[config.mk]
export PLATFORM = sky130hd
export DESIGN_NAME = membank_arbiter
export DESIGN_NICKNAME = d
export VERILOG_FILES = /design/src/rtl/membank_arbiter_pkg.sv /design/src/rtl/membank_arbiter_rr_arbiter2.sv /design/src/rtl/membank_arbiter.sv
export SDC_FILE = /design/constraint.sdc
export NUM_CORES = 1
export LEC_CHECK = 0
export CAP_MARGIN = 20
export CORE_MARGIN = 3
export CORE_UTILIZATION = 30
export CTS_BUF_LIST = sky130_fd_sc_hd__clkbuf_8
export CTS_CLUSTER_DIAMETER = 40
export DETAILED_ROUTE_END_ITERATION = 12
export PLACE_DENSITY = 0.7
export SETUP_SLACK_MARGIN = 0.1
export SYNTH_ARGS = -nofsm -noshare
export SYNTH_HDL_FRONTEND = slang
export SYNTH_SLANG_ARGS = --single-unit
[constraint.sdc]
create_clock -name clk -period 1.84 [get_ports clk]
set_input_delay 0.184 -clock clk [delete_from_list [all_inputs] [get_ports clk]]
set_output_delay 0.184 -clock clk [all_outputs]
set_load 0.02 [all_outputs]
[src/rtl/membank_arbiter_pkg.sv]
// Shared widths, FSM encoding and requester IDs for the two-port memory bank arbiter.
package membank_arbiter_pkg;

  localparam int ADDR_W_DEF = 6;
  localparam int DATA_W_DEF = 16;
  localparam int LEN_W_DEF  = 5;

  typedef enum logic [1:0] {
    S_IDLE = 2'd0,
    S_XFER = 2'd1,
    S_DONE = 2'd2
  } state_e;

  localparam logic RQ_A = 1'b0;
  localparam logic RQ_B = 1'b1;

endpackage

[src/rtl/membank_arbiter_rr_arbiter2.sv]
// Two-way round-robin pick: one-hot grant {B, A}; the last-served pointer moves only on update.
module rr_arbiter2
  import membank_arbiter_pkg::*;
(
  input  logic       req_a_i,
  input  logic       req_b_i,
  input  logic       last_i,
  input  logic       upd_en_i,
  input  logic       served_i,
  output logic [1:0] gnt_o,
  output logic       last_d_o
);

  always_comb begin
    // NOTE: default first so every path assigns gnt_o and no latch is inferred.
    gnt_o = 2'b00;
    if (req_a_i && req_b_i) begin
      gnt_o = (last_i == RQ_B) ? 2'b01 : 2'b10;
    end else begin
      gnt_o = {req_b_i, req_a_i};
    end
  end

  assign last_d_o = upd_en_i ? served_i : last_i;

endmodule

[src/rtl/membank_arbiter.sv]
// Round-robin owner of a single-port 16-bit bank: grants A or B a burst of 1..32 word accesses.
module membank_arbiter
  import membank_arbiter_pkg::*;
#(
  parameter int ADDR_W = ADDR_W_DEF,
  parameter int DATA_W = DATA_W_DEF,
  parameter int LEN_W  = LEN_W_DEF
) (
  input  logic              clk,
  input  logic              rst,
  input  logic              req_a,
  input  logic              req_b,
  input  logic              we_a,
  input  logic              we_b,
  input  logic [ADDR_W-1:0] base_a,
  input  logic [ADDR_W-1:0] base_b,
  input  logic [LEN_W-1:0]  len_a,
  input  logic [LEN_W-1:0]  len_b,
  input  logic [DATA_W-1:0] wdata_a,
  input  logic [DATA_W-1:0] wdata_b,
  output logic              wack_a,
  output logic              wack_b,
  output logic [DATA_W-1:0] rdata_a,
  output logic [DATA_W-1:0] rdata_b,
  output logic              rvalid_a,
  output logic              rvalid_b,
  output logic              gnt_a,
  output logic              gnt_b,
  output logic              done_a,
  output logic              done_b,
  output logic              mem_wr_en,
  output logic [ADDR_W-1:0] mem_index,
  output logic [DATA_W-1:0] mem_data_in,
  input  logic [DATA_W-1:0] mem_data_out
);

  state_e            state_q;
  logic              owner_q;
  logic              we_q;
  logic              last_q;
  logic              last_d;
  logic [ADDR_W-1:0] idx_q;
  logic [LEN_W-1:0]  cnt_q;
  logic [DATA_W-1:0] rdata_a_q, rdata_b_q;
  logic              rvalid_a_q, rvalid_b_q;
  logic [1:0]        arb_gnt;
  logic [ADDR_W-1:0] sel_base;

  rr_arbiter2 u_arb (
    .req_a_i  (req_a),
    .req_b_i  (req_b),
    .last_i   (last_q),
    .upd_en_i (state_q == S_DONE),
    .served_i (owner_q),
    .gnt_o    (arb_gnt),
    .last_d_o (last_d)
  );

  assign sel_base = arb_gnt[1] ? base_b : base_a;

  always_ff @(posedge clk) begin
    // NOTE: non-blocking assignments keep every register updating from pre-edge values.
    if (rst) begin
      state_q    <= S_IDLE;
      owner_q    <= RQ_A;
      we_q       <= 1'b0;
      last_q     <= RQ_B;
      idx_q      <= '0;
      cnt_q      <= '0;
      rdata_a_q  <= '0;
      rdata_b_q  <= '0;
      rvalid_a_q <= 1'b0;
      rvalid_b_q <= 1'b0;
    end else begin
      last_q     <= last_d;
      rvalid_a_q <= 1'b0;
      rvalid_b_q <= 1'b0;
      case (state_q)
        S_IDLE: begin
          if (arb_gnt != 2'b00) begin
            owner_q <= arb_gnt[1] ? RQ_B : RQ_A;
            we_q    <= arb_gnt[1] ? we_b : we_a;
            idx_q   <= sel_base & ~ADDR_W'(1);
            cnt_q   <= arb_gnt[1] ? len_b : len_a;
            state_q <= S_XFER;
          end
        end
        S_XFER: begin
          if (!we_q) begin
            if (owner_q == RQ_A) begin
              rdata_a_q  <= mem_data_out;
              rvalid_a_q <= 1'b1;
            end else begin
              rdata_b_q  <= mem_data_out;
              rvalid_b_q <= 1'b1;
            end
          end
          // The index stops on the last word so mem_index holds it through DONE and IDLE.
          if (cnt_q == '0) begin
            state_q <= S_DONE;
          end else begin
            idx_q <= idx_q + ADDR_W'(2);
            cnt_q <= cnt_q - LEN_W'(1);
          end
        end
        S_DONE:  state_q <= S_IDLE;
        default: state_q <= S_IDLE;
      endcase
    end
  end

  assign gnt_a       = (state_q == S_XFER) && (owner_q == RQ_A);
  assign gnt_b       = (state_q == S_XFER) && (owner_q == RQ_B);
  assign done_a      = (state_q == S_DONE) && (owner_q == RQ_A);
  assign done_b      = (state_q == S_DONE) && (owner_q == RQ_B);
  assign mem_wr_en   = (state_q == S_XFER) && we_q;
  assign wack_a      = mem_wr_en && (owner_q == RQ_A);
  assign wack_b      = mem_wr_en && (owner_q == RQ_B);
  assign mem_index   = idx_q;
  assign mem_data_in = !mem_wr_en ? '0 : ((owner_q == RQ_B) ? wdata_b : wdata_a);
  assign rdata_a     = rdata_a_q;
  assign rdata_b     = rdata_b_q;
  assign rvalid_a    = rvalid_a_q;
  assign rvalid_b    = rvalid_b_q;

endmodule

# Word level (Yosys, flattened, before mapping)
# Cells that the tools add are included.
# word_totals
register_bits	50
input_bits	76
word_cells	57
# classes
n_addsub	2
n_reduce_logical	18
bitwise_logic	3
n_mux	19
eq_ne	5
# ops
op	count
$mux W16	2
$mux W6	3
$mux W5	3
$pmux W6 S2	1
$pmux W5 S2	1
$reduce_and A3 Y1	3
$logic_and A1 B1 Y1	8
$mux W2	4
$add A6 B2 Y6 const B	1
$ne A2 B2 Y1 const B	3
$logic_not A5 Y1	1
$sub A5 B1 Y5 const B	1
$mux W1	4
$pmux W2 S2	1
$reduce_and A2 Y1	2
$reduce_bool A2 Y1	2
$not A1 Y1	3
$reduce_or A3 Y1	1
$eq A2 B1 Y1 const B	1
$eq A2 B2 Y1 const B	1
$logic_not A2 Y1	1

# Longest topological paths before layout
# Gate-level depths: netlist of run 1.
# depth
word_depth	5
depth_mapped	7

# By module
# A second synthesis of run 1 with hierarchy kept.
# hier_totals
hier_cells	309
hier_area_um2	2398.6
# modules_own_cells
module	seq_area_each_um2	cells_per_inst	area_each_um2	n_inst
membank_arbiter	980.9	304	2363.5	1
rr_arbiter2	0.0	5	35.0	1

# Worst setup path before layout of run 1
# Ideal clock, no wire load.
# synth_timing
path_type	register to register
startpoint	register cnt_q[0]
endpoint	register cnt_q[1]
arrival_ns	1.499
setup_slack_ns	0.224
t_required_ns	1.723
path_stages_with_launch	7
synth_period_minus_slack_ns	1.616
setup_time_ns	0.117
path_buffers	0
cell_sequence	dfxtp_1 -> inv_1 -> ha_1 -> or4b_4 -> a2bb2oi_4 -> a211oi_1 -> a32o_1
# synth_via
elab_chain_cells	3
# synth_rtl
element	line_no	rtl
start: declaration	membank_arbiter.sv:43	logic [LEN_W-1:0] cnt_q;
start signal: assignment	membank_arbiter.sv:84	cnt_q <= arb_gnt[1] ? len_b : len_a;
start signal: assignment	membank_arbiter.sv:103	cnt_q <= cnt_q - LEN_W'(1);
$sub A5 B1 Y5 / $logic_not A5 Y1 (equally long branches)	membank_arbiter.sv:103, membank_arbiter.sv:99	
$mux W5 / $ne A2 B2 Y1 (equally long branches)	-	
$pmux W5 S2 / $reduce_and A3 Y1 (equally long branches)	-	
# Several ways; a longest one is shown, not always the timed one. The select of a mux whose other input is x is not followed.
# A chain may end at the register's enable or synchronous reset.

# Final worst setup path of run 1
# layout_timing
startpoint	register cnt_q[0]
endpoint	register cnt_q[0]
# Same word-level chain as after synthesis.

==> results by group, run 1 <==
Synthesis
  – Mean Syn Cell Area: 7.920 um^2
  – Register area share after synthesis: 0.4170
  – Seq cells post-synth: 49
  – Post-synth EDFFs: 0
  – FFs w/ async S/R, synth: 0
  – Synthesized area: 2352 um^2
  – Syn_nets: 375
  – Cell taking the most area after synthesis: dfxtp_1
  – Cells after Synth: 297
  – Ranking of synthesized cells by area: dfxtp_1, nand2_1, mux2i_1
  – Share of Yosys cell area claimed by the top area cell type: 0.4170
  – Synth cell types: 39
  – Synth Warn #: 0
  – Ys flop type: dfxtp_1

Die
  – Width of the die: 94.55 um
  – Starting Density: 0.3159
  – Die ar.: 8940 um^2
  – Height of the die: 94.55 um
  – Core ar.: 7447 um^2
  – FP Rows: 31
  – I/O pin total: 139

Clock tree
  – H-tree Lvls: 2
  – CTS root buf: clkbuf_8
  – Clock transition at path regs: 0.09 ns
  – Clock latency at the later pin of the worst-skew pair: 0.30 ns
  – Clk sinks: 49
  – CTS max path bufs: 2
  – CTS tree: built
  – Total CTS buffers: 5

STA
  – Slew margin rel.: 0.6207
  – Period minus WS final: 1.740 ns
  – Period utilisation layout: 0.9458
  – Max-slew violations: 0
  – Final hold vios: 0
  – Hold WS: 0.4556 ns
  – Setup violations, final: 0
  – Max Fclk: 574.6 MHz
  – RSZ-0062 raised after global routing: yes
  – Worst-margin pin slew: 0.5669 ns
  – Layout Skew: 0.006339 ns

Placement
  – Detailed Place HPWL: 5568 um
  – Placed Area: 3871 um^2
  – RD Place Congestion: 0.7775
  – I/O Buffers: 135

Global routing
  – First-pass GRT wire length: 11580 um
  – Largest net degree at the start of global routing: 35
  – Vias in the first global route: 2440
  – Grt ovf: 0
  – GRT Total Usage: 0.1606
  – Antenna violations before repair: 0

Run
  – Max_cap viols: 0

Setup path
  – Worst Setup Start Kind: register
  – Critical Path End Type: register
  – Setup CP Type: reg -> reg
  – CP required: 2.04 ns
  – Worst-path fanout max: 5
  – CP Data Arrival Time: 1.94 ns
  – R2r setup slk: 0.1 ns

Drt
  – DRT antenna net count: 0
  – DR pass1 iterations: 4
  – DRT iter0 DRCs: 77
  – Total Wirelength: 7364 um
  – DRC errors left: 0
  – Routed len/inst: 13.69 um
  – Vias: 2503
  – Avg Vias per Cell: 4.652

Final layout
  – Most frequent cells in the layout: clkdlybuf4s50_1, nand2_1, dfxtp_1
  – Share of layout cells above drive strength 1: 0.1185
  – Area growth from synthesis to layout: 69.68%
  – Fin area: 3991 um^2
  – # nets final: 516
  – Antenna diodes: 0
  – Most common cell after layout, fill and taps aside: clkdlybuf4s50_1

Power and ir drop
  – Pwr dens: 839.2 nW/um^2
  – Leakage Power: 1.519 nW
  – Max VDD drop: 0.3911 mV

Status
  – Status: finished, final reports clean

Worst hold path
  – Hold Crit Class: in -> reg
[per-layer routing]
metal	GRT usage	routed length, um	share of wire
met1	0.1980	3195	0.43
met2	0.2784	3599	0.49
met3	0.04622	538	0.073
met4	0.03365	31	0.0042
met5	0	0	0
[flip-flops by register name, indices dropped and copies added (netlist names)]
name	flops
rvalid_b	1
last_q	1
state_q	2
we_q	1
mem_index	5
rdata_b	16
owner_q	1
cnt_q	5
rdata_a	16
rvalid_a	1
[path summary, 6_finish.rpt]
path,startpoint,end,depth (start not counted)
max,cnt_q[0],cnt_q[0],6
min,mem_data_out[15],rdata_b[15],3
max reg2reg,cnt_q[0],cnt_q[0],6
min reg2reg,rdata_b[4],rdata_b[4],2
[synth_stat cells (2+ instances only)]
library cell / n
nor2_1: 33
nand2b_1: 2
inv_1: 9
clkbuf_1: 8
and3_1: 3
nand3_1: 3
a31oi_1: 2
or3_1: 2
a211oi_1: 3
nor3_2: 2
buf_2: 9
xor2_1: 2
nand2_1: 71
dfxtp_1: 49
ha_1: 2
nor3_1: 3
a21oi_1: 39
mux2i_1: 22
mux2_2: 3
a2111oi_1: 2
o21ai_0: 6
a31o_1: 5
[through the flow]
| stage | setup WS [ns] | utilization | instances | setup TNS (ns) | total power, W |
|---|---|---|---|---|---|
| after floorplan | 0.2241 | - | 297 | 0 | 0.001973 |
| after global placement | -0.001497 | 0.5198 | 526 | -0.001497 | 0.002513 |
| after detailed placement | -0.02949 | 0.5198 | 526 | -0.02949 | 0.002539 |
| after CTS | 0.1053 | 0.5344 | 536 | 0 | 0.003331 |
| final | 0.09971 | 0.5360 | 538 | 0 | 0.003350 |
| after global routing | 0.04616 | 0.5360 | 538 | 0 | 0.003550 |
[cell type report]
cell class                      instances  area [um^2]
Tap cell                               99        123.9
Clock buffer                            5        68.82
Timing Repair Buffer                  152         1445
Inverter                                9        33.78
Clock inverter                          3        42.54
Fill cell                             721         3456
Multi-Input combinational cell        221         1294
Sequential cell                        49        983.4
[where the power goes]
group | switching, W | internal, W
sequential | 0.0000906 | 0.00118
combinational | 0.000653 | 0.000651
clock | 0.000367 | 0.000403
[critical path, cell delays in order (launching register included)]
cell	delay [ns]
dfxtp_2	0.34
inv_1	0.06
ha_2	0.17
or4b_4	0.52
a2bb2oi_4	0.26
a2111oi_1	0.09
a31o_1	0.20
[logic make-up after synthesis]
kind of cell               count (synthesis)  share of synthesized area
AOI/OAI and AO/OA                         63                     0.1702
and+or+nand+nor                          126                     0.2303
adders and majority gates                  2                    0.01064
DFF                                       49                     0.4170
xor gates and xnor gates                   3                    0.01117
other                                      1                   0.001594
buffers and inverters                     28                    0.05106
muxes                                     25                     0.1080
[repair_timing]
| action | in CTS | in global routing |
|---|---|---|
| gates cloned | 1 | 0 |
| pin swaps | 1 | 2 |
| buffers inserted | 1 | 2 |
| gates resized for setup | 24 | 37 |
| setup endpoints to repair | 29 | 43 |
| hold buffers | 0 | 0 |
Power figures use the tool's default switching activity.
==> inputs of run 2 (changes only) <==
clock period = 2.1 ns   (was 1.84 ns; I/O delays follow)
==> results by group, run 2 (synthesis results as in run 1) <==
Setup path
  – CP required: 1.89 ns (-0.15 ns)
  – Top Family by Delay on Critical Path: buffers and inverters
  – Crit path buffers/inverters: 1 (unchanged)
  – Worst path cell trace: nand2b_1, nor2_1, clkdlybuf4s50_1
  – CP max stage delay: 0.62 ns (+0.10 ns)
  – Setup CP Type: reg -> out
  – Critical Path End Type: output port
  – Worst-path fanout max: 7 (+2)
  – Master of the slowest instance on the critical path: clkdlybuf4s50_1
  – Worst Setup Start Kind: register
  – CP Data Arrival Time: 1.66 ns (-0.28 ns)

Drt
  – DRC errors left: 0 (unchanged)
  – Total Wirelength: 7138 um (-3.1%)
  – Routed len/inst: 13.44 um (-1.8%)
  – DRT iter0 DRCs: 98 (+27%)
  – DRT antenna net count: 0 (unchanged)
  – Vias: 2489 (-0.56%)
  – DR pass1 iterations: 4 (unchanged)
  – Avg Vias per Cell: 4.687 (+0.75%)

STA
  – Period minus WS final: 1.870 ns
  – Slew margin rel.: 0.5492 (-0.07152)
  – Worst-margin pin slew: 0.6763 ns (+0.1094 ns)
  – RSZ-0062 raised after global routing: no
  – Setup violations, final: 0 (unchanged)
  – Post-Route Setup TNS: 0 ns (unchanged)
  – Layout Skew: 0.009903 ns (+0.003565 ns)
  – Final hold vios: 0 (unchanged)
  – Max-slew violations: 0 (unchanged)
  – Max Fclk: 534.8 MHz
  – Period utilisation layout: 0.8904

Final layout
  – Area growth from synthesis to layout: 66.22%
  – Fin area: 3910 um^2 (-2.0%)
  – Most frequent cells in the layout: clkdlybuf4s50_1, nand2_1, dfxtp_1
  – Antenna diodes: 0 (unchanged)
  – Share of layout cells above drive strength 1: 0.06713 (-0.05132)
  – Most common cell after layout, fill and taps aside: clkdlybuf4s50_1
  – Fin cells: 531 (-1.3%)
  – Finished Core Util: 0.5250 (-0.01092)
  – # nets final: 509 (-1.4%)

Power and ir drop
  – Comb pwr share: 0.363 (-0.026)
  – Internal: 0.001901 W (-15%)
  – Pwr dens: 725.2 nW/um^2 (-14%)
  – Reg power frac: 0.396 (+0.015)
  – Sw Share: 0.3296 (-0.002091)
  – Clock Power Share: 0.241 (+0.011)
  – Final total power: 0.002836 W (-15%)
  – Psw: 0.0009346 W (-16%)
  – Leakage Power: 1.529 nW (+0.64%)
  – Max VDD drop: 0.3641 mV (-6.9%)

Run
  – Max_cap viols: 0 (unchanged)

Global routing
  – Global route hottest layer: met2
  – M2 GR Usage: 0.2689 (-0.009456)
  – GR Layer Usage met1: 0.1887 (-0.009333)
  – Largest net degree at the start of global routing: 35 (unchanged)
  – Vias in the first global route: 2390 (-2.0%)
  – Met3 Usage GRT: 0.04781 (+0.001594)
  – Grt ovf: 0 (unchanged)
  – First-pass GRT wire length: 11240 um (-2.9%)
  – GRT Total Usage: 0.1556 (-0.004991)
  – Antenna violations before repair: 0 (unchanged)

Placement
  – Detailed Place HPWL: 5562 um (-0.10%)
  – RD Place Congestion: 0.7311 (-6.0%)
  – Placed Area: 3824 um^2 (-1.2%)
  – Placed cell count: 523 (-0.57%)
  – I/O Buffers: 135 (unchanged)

Status
  – Status: finished, final reports clean

Clock tree
  – Cts hold-fix bufs: 0 (unchanged)
  – Total CTS buffers: 5 (unchanged)
  – Clock transition at path regs: 0.09 ns (about the same)
  – CTS max path bufs: 2 (unchanged)
  – Clock latency at the later pin of the worst-skew pair: 0.30 ns (about the same)
  – H-tree Lvls: 2 (unchanged)
  – CTS tree: built
  – CTS root buf: clkbuf_8
  – Clk sinks: 49 (unchanged)
  – Postcts setup bufs: 0 (-1)

Die
  – I/O pin total: 139 (unchanged)
  – Starting Density: 0.3159 (unchanged)
  – Width of the die: 94.55 um (unchanged)
  – FP Rows: 31 (unchanged)
  – Core ar.: 7447 um^2 (unchanged)
  – Die ar.: 8940 um^2 (unchanged)
  – Height of the die: 94.55 um (unchanged)

Worst hold path
  – Hold Crit Class: reg -> reg
## run 2: worst register-to-register path, cell delays in order, from the launching register on
cell,delay (ns)
dfxtp_1,0.34
inv_1,0.06
ha_1,0.17
or4b_4,0.51
a2bb2oi_4,0.30
a211oi_1,0.09
a32o_1,0.22
## run 2: area by class of cell
class | count | area (um^2)
Timing Repair Buffer | 146 | 1408
Tap cell | 99 | 123.9
Clock buffer | 5 | 68.82
Fill cell | 733 | 3537
Clock inverter | 3 | 43.79
Inverter | 9 | 33.78
Multi-Input combinational cell | 220 | 1251
Sequential cell | 49 | 980.9
## run 2: per-stage QoR
| step | setup WS (ns) | hold slack [ns] |
|---|---|---|
| floorplan | 0.4841 | 0.3460 |
| global placement | 0.2799 | 0.4408 |
| detailed placement | 0.2453 | 0.4458 |
| CTS | 0.2106 | 0.4590 |
| global route | 0.1443 | 0.4753 |
| finish | 0.2301 | 0.4564 |
## run 2: power by group through the flow
stage | logic [W] | registers [W] | clock network (W)
after global routing | 0.00113 | 0.00114 | 0.000744
final | 0.00103 | 0.00112 | 0.000683
after global placement | 0.00104 | 0.00114 | 0
after detailed placement | 0.00105 | 0.00114 | 0
after floorplan | 0.000516 | 0.00121 | 0
after CTS | 0.00104 | 0.00112 | 0.000708
## run 2: what timing repair did
action,CTS,global route
setup endpoints to repair,21,0
hold endpoints to repair,0,0
resized for setup,21,0
## run 2: worst paths after layout
| path | slack (ns) | startpoint | cells after the start | end |
|---|---|---|---|---|
| worst max register to register | 0.31 | cnt_q[0] | 6 | cnt_q[1] |
| worst min-delay path | 0.46 | rdata_a[2] | 2 | rdata_a[2] |
| worst min register to register | 0.46 | rdata_a[2] | 2 | rdata_a[2] |
| worst max-delay path | 0.23 | state_q[1] | 3 | gnt_a |
## run 2: per-layer routing
metal | part of all wire | up-vias
met2 | 0.48 | 82
met4 | 0.0078 | 0
li1 | - | 1266
met3 | 0.080 | 6
met1 | 0.43 | 1135
met5 | 0 | -
==> inputs of run 3 (changes only) <==
PLACE_DENSITY = 0.73   (was 0.7)
clock period = 1.6 ns   (was 2.1 ns; I/O delays follow)
==> results by group, run 3 (synthesis results as in run 1) <==
Status
  – Status: finished, violations left
  – Failing checks: negative setup slack

Global routing
  – Antenna violations before repair: 0 (unchanged)
  – Grt ovf: 0 (unchanged)
  – Vias in the first global route: 2825 (+18%)
  – GRT Total Usage: 0.1920 (+0.03644)
  – Largest net degree at the start of global routing: 35 (unchanged)
  – First-pass GRT wire length: 13630 um (+21%)

Final layout
  – Fillers: 605 (-17%)
  – Most common cell after layout, fill and taps aside: clkdlybuf4s50_1
  – Antenna diodes: 0 (unchanged)
  – # nets final: 541 (+6.3%)
  – Share of layout cells above drive strength 1: 0.4138 (+0.3467)
  – Most frequent cells in the layout: clkdlybuf4s50_1, dfxtp_1, nand2_1
  – Area growth from synthesis to layout: 112.9%
  – Multi-input logic area: 1833 um^2 (+47%)
  – FF/Latch Area: 988.4 um^2 (+0.77%)

Worst hold path
  – Hold Crit Class: in -> reg
  – Worst min-delay path startpoint: rst

Setup path
  – Crit path buffers/inverters: 2 (+1)
  – Worst path cell trace: inv_2, ha_4, or4b_4, a2bb2oi_4, buf_12, a211oi_2, a32o_1
  – Worst-path fanout max: 10 (+3)
  – Crit path from: cnt_q[1]
  – Worst Setup Start Kind: register
  – FF-to-FF Start: cnt_q[1]
  – CP Data Arrival Time: 1.87 ns (+0.21 ns)
  – CP required: 1.79 ns (-0.10 ns)
  – Setup CP Type: reg -> reg
  – Master of the slowest instance on the critical path: or4b_4
  – Critical Path End Type: register
  – CP max stage delay: 0.49 ns (-0.13 ns)
  – Top Family by Delay on Critical Path: simple AND/OR/NAND/NOR gates

Power and ir drop
  – Leakage Power: 2.029 nW (+33%)
  – Max VDD drop: 0.5660 mV (+55%)
  – Final total power: 0.004501 W (+59%)
  – Pwr dens: 898.6 nW/um^2 (+24%)

Drt
  – DRT iter0 DRCs: 63 (-36%)
  – DR pass1 iterations: 4 (unchanged)
  – Routed len/inst: 15.83 um (+18%)
  – Total Wirelength: 8914 um (+25%)
  – DRT antenna net count: 0 (unchanged)
  – DRC errors left: 0 (unchanged)
  – Avg Vias per Cell: 4.845 (+3.4%)
  – Vias: 2728 (+9.6%)

STA
  – Worst-margin pin slew: 0.5522 ns (-0.1241 ns)
  – Fin worst setup slack: -0.07683 ns (-0.3070 ns)
  – Layout Skew: 0.01154 ns (+0.001641 ns)
  – Period utilisation layout: 1.048
  – Setup violations, final: 9 (+9)
  – Slew margin rel.: 0.6319 (+0.08272)
  – Final hold vios: 0 (unchanged)
  – Period minus WS final: 1.677 ns
  – RSZ-0062 raised after global routing: yes
  – Max-slew violations: 0 (unchanged)
  – Post-Route Setup TNS: -0.4574 ns (-0.4574 ns)
  – Max Fclk: 596.4 MHz

Clock tree
  – Clock latency at the later pin of the worst-skew pair: 0.30 ns (about the same)
  – H-tree Lvls: 2 (unchanged)
  – Clk sinks: 49 (unchanged)
  – CTS max path bufs: 2 (unchanged)
  – CTS tree: built
  – CTS root buf: clkbuf_8
  – Total CTS buffers: 5 (unchanged)
  – Clock transition at path regs: 0.09 ns (about the same)
  – Cts hold-fix bufs: 0 (unchanged)

Die
  – Height of the die: 94.55 um (unchanged)
  – Width of the die: 94.55 um (unchanged)
  – Die ar.: 8940 um^2 (unchanged)
  – Starting Density: 0.3159 (unchanged)
  – FP Rows: 31 (unchanged)
  – I/O pin total: 139 (unchanged)
  – Core ar.: 7447 um^2 (unchanged)

Placement
  – Pre-CTS setup slack: -0.1299 ns (-0.3752 ns)
  – Detailed Place HPWL: 5867 um (+5.5%)
  – I/O Buffers: 135 (unchanged)
  – RD Place Congestion: 0.8050 (+10%)

Run
  – Max_cap viols: 0 (unchanged)
run 3: cell types whose count changed in the layout (fill, tap and decap cells not counted), moves of 9 or more:
| cell | change |
|---|---|
| a21oi_1 | -31 |
| a21oi_2 | +31 |
| buf_4 | +10 |
| buf_6 | +31 |
| dlygate4sd2_1 | -18 |
| mux2i_1 | -9 |
| nand2_1 | -33 |
| nand2_4 | +27 |
| nor2_1 | -21 |
| nor2_4 | +19 |
run 3: report_power, final:
group | internal, W | switching [W] | total (W)
clock | 0.000469 | 0.000432 | 0.000901
combinational | 0.00111 | 0.00103 | 0.00214
sequential | 0.00136 | 0.0000938 | 0.00146
total | 0.00295 | 0.00156 | 0.00450
run 3: metrics by stage:
stage	instance area, um^2	cells	hold slack [ns]	utilization
after floorplan	2382	297	0.2960	-
after global placement	4044	539	0.4420	0.5430
after detailed placement	4044	539	0.4461	0.5430
after CTS	4693	559	0.2270	0.6302
after global routing	5009	563	0.2620	0.6725
final	5009	563	0.2370	0.6725
run 3: final timing paths:
check | to | slack (ns) | cells past startpoint
worst max-delay path | cnt_q[1] | -0.08 | 7
worst min-delay path | mem_index[1] | 0.24 | 2
worst min register to register | rdata_b[15] | 0.47 | 2
worst max register to register | cnt_q[1] | -0.08 | 7
run 3: per-layer routing:
metal / share of wire / up-vias / wire [um] / GRT usage
met2: 0.52 / 88 / 4650 / 0.3623
li1: - / 1334 / - / -
met1: 0.40 / 1298 / 3556 / 0.2140
met3: 0.070 / 8 / 622 / 0.05657
met5: 0 / - / 0 / 0
met4: 0.0094 / 0 / 84 / 0.03486
run 3: area by class of cell:
type | instances | share of cell area
clock buffer | 5 | 0.01374
clock inverter | 3 | 0.008743
inverter | 9 | 0.007744
multi-input combinational | 220 | 0.3660
sequential | 49 | 0.1974
tap | 99 | 0.02473
timing repair buffer | 178 | 0.3817
run 3: repair_timing:
item                                    in CTS  in global routing
endpoints found under the setup margin      70                 68
buffers inserted                             9                  3
gates cloned                                 3                  2
pin swaps                                   34                 35
gates resized for setup                    238                 72
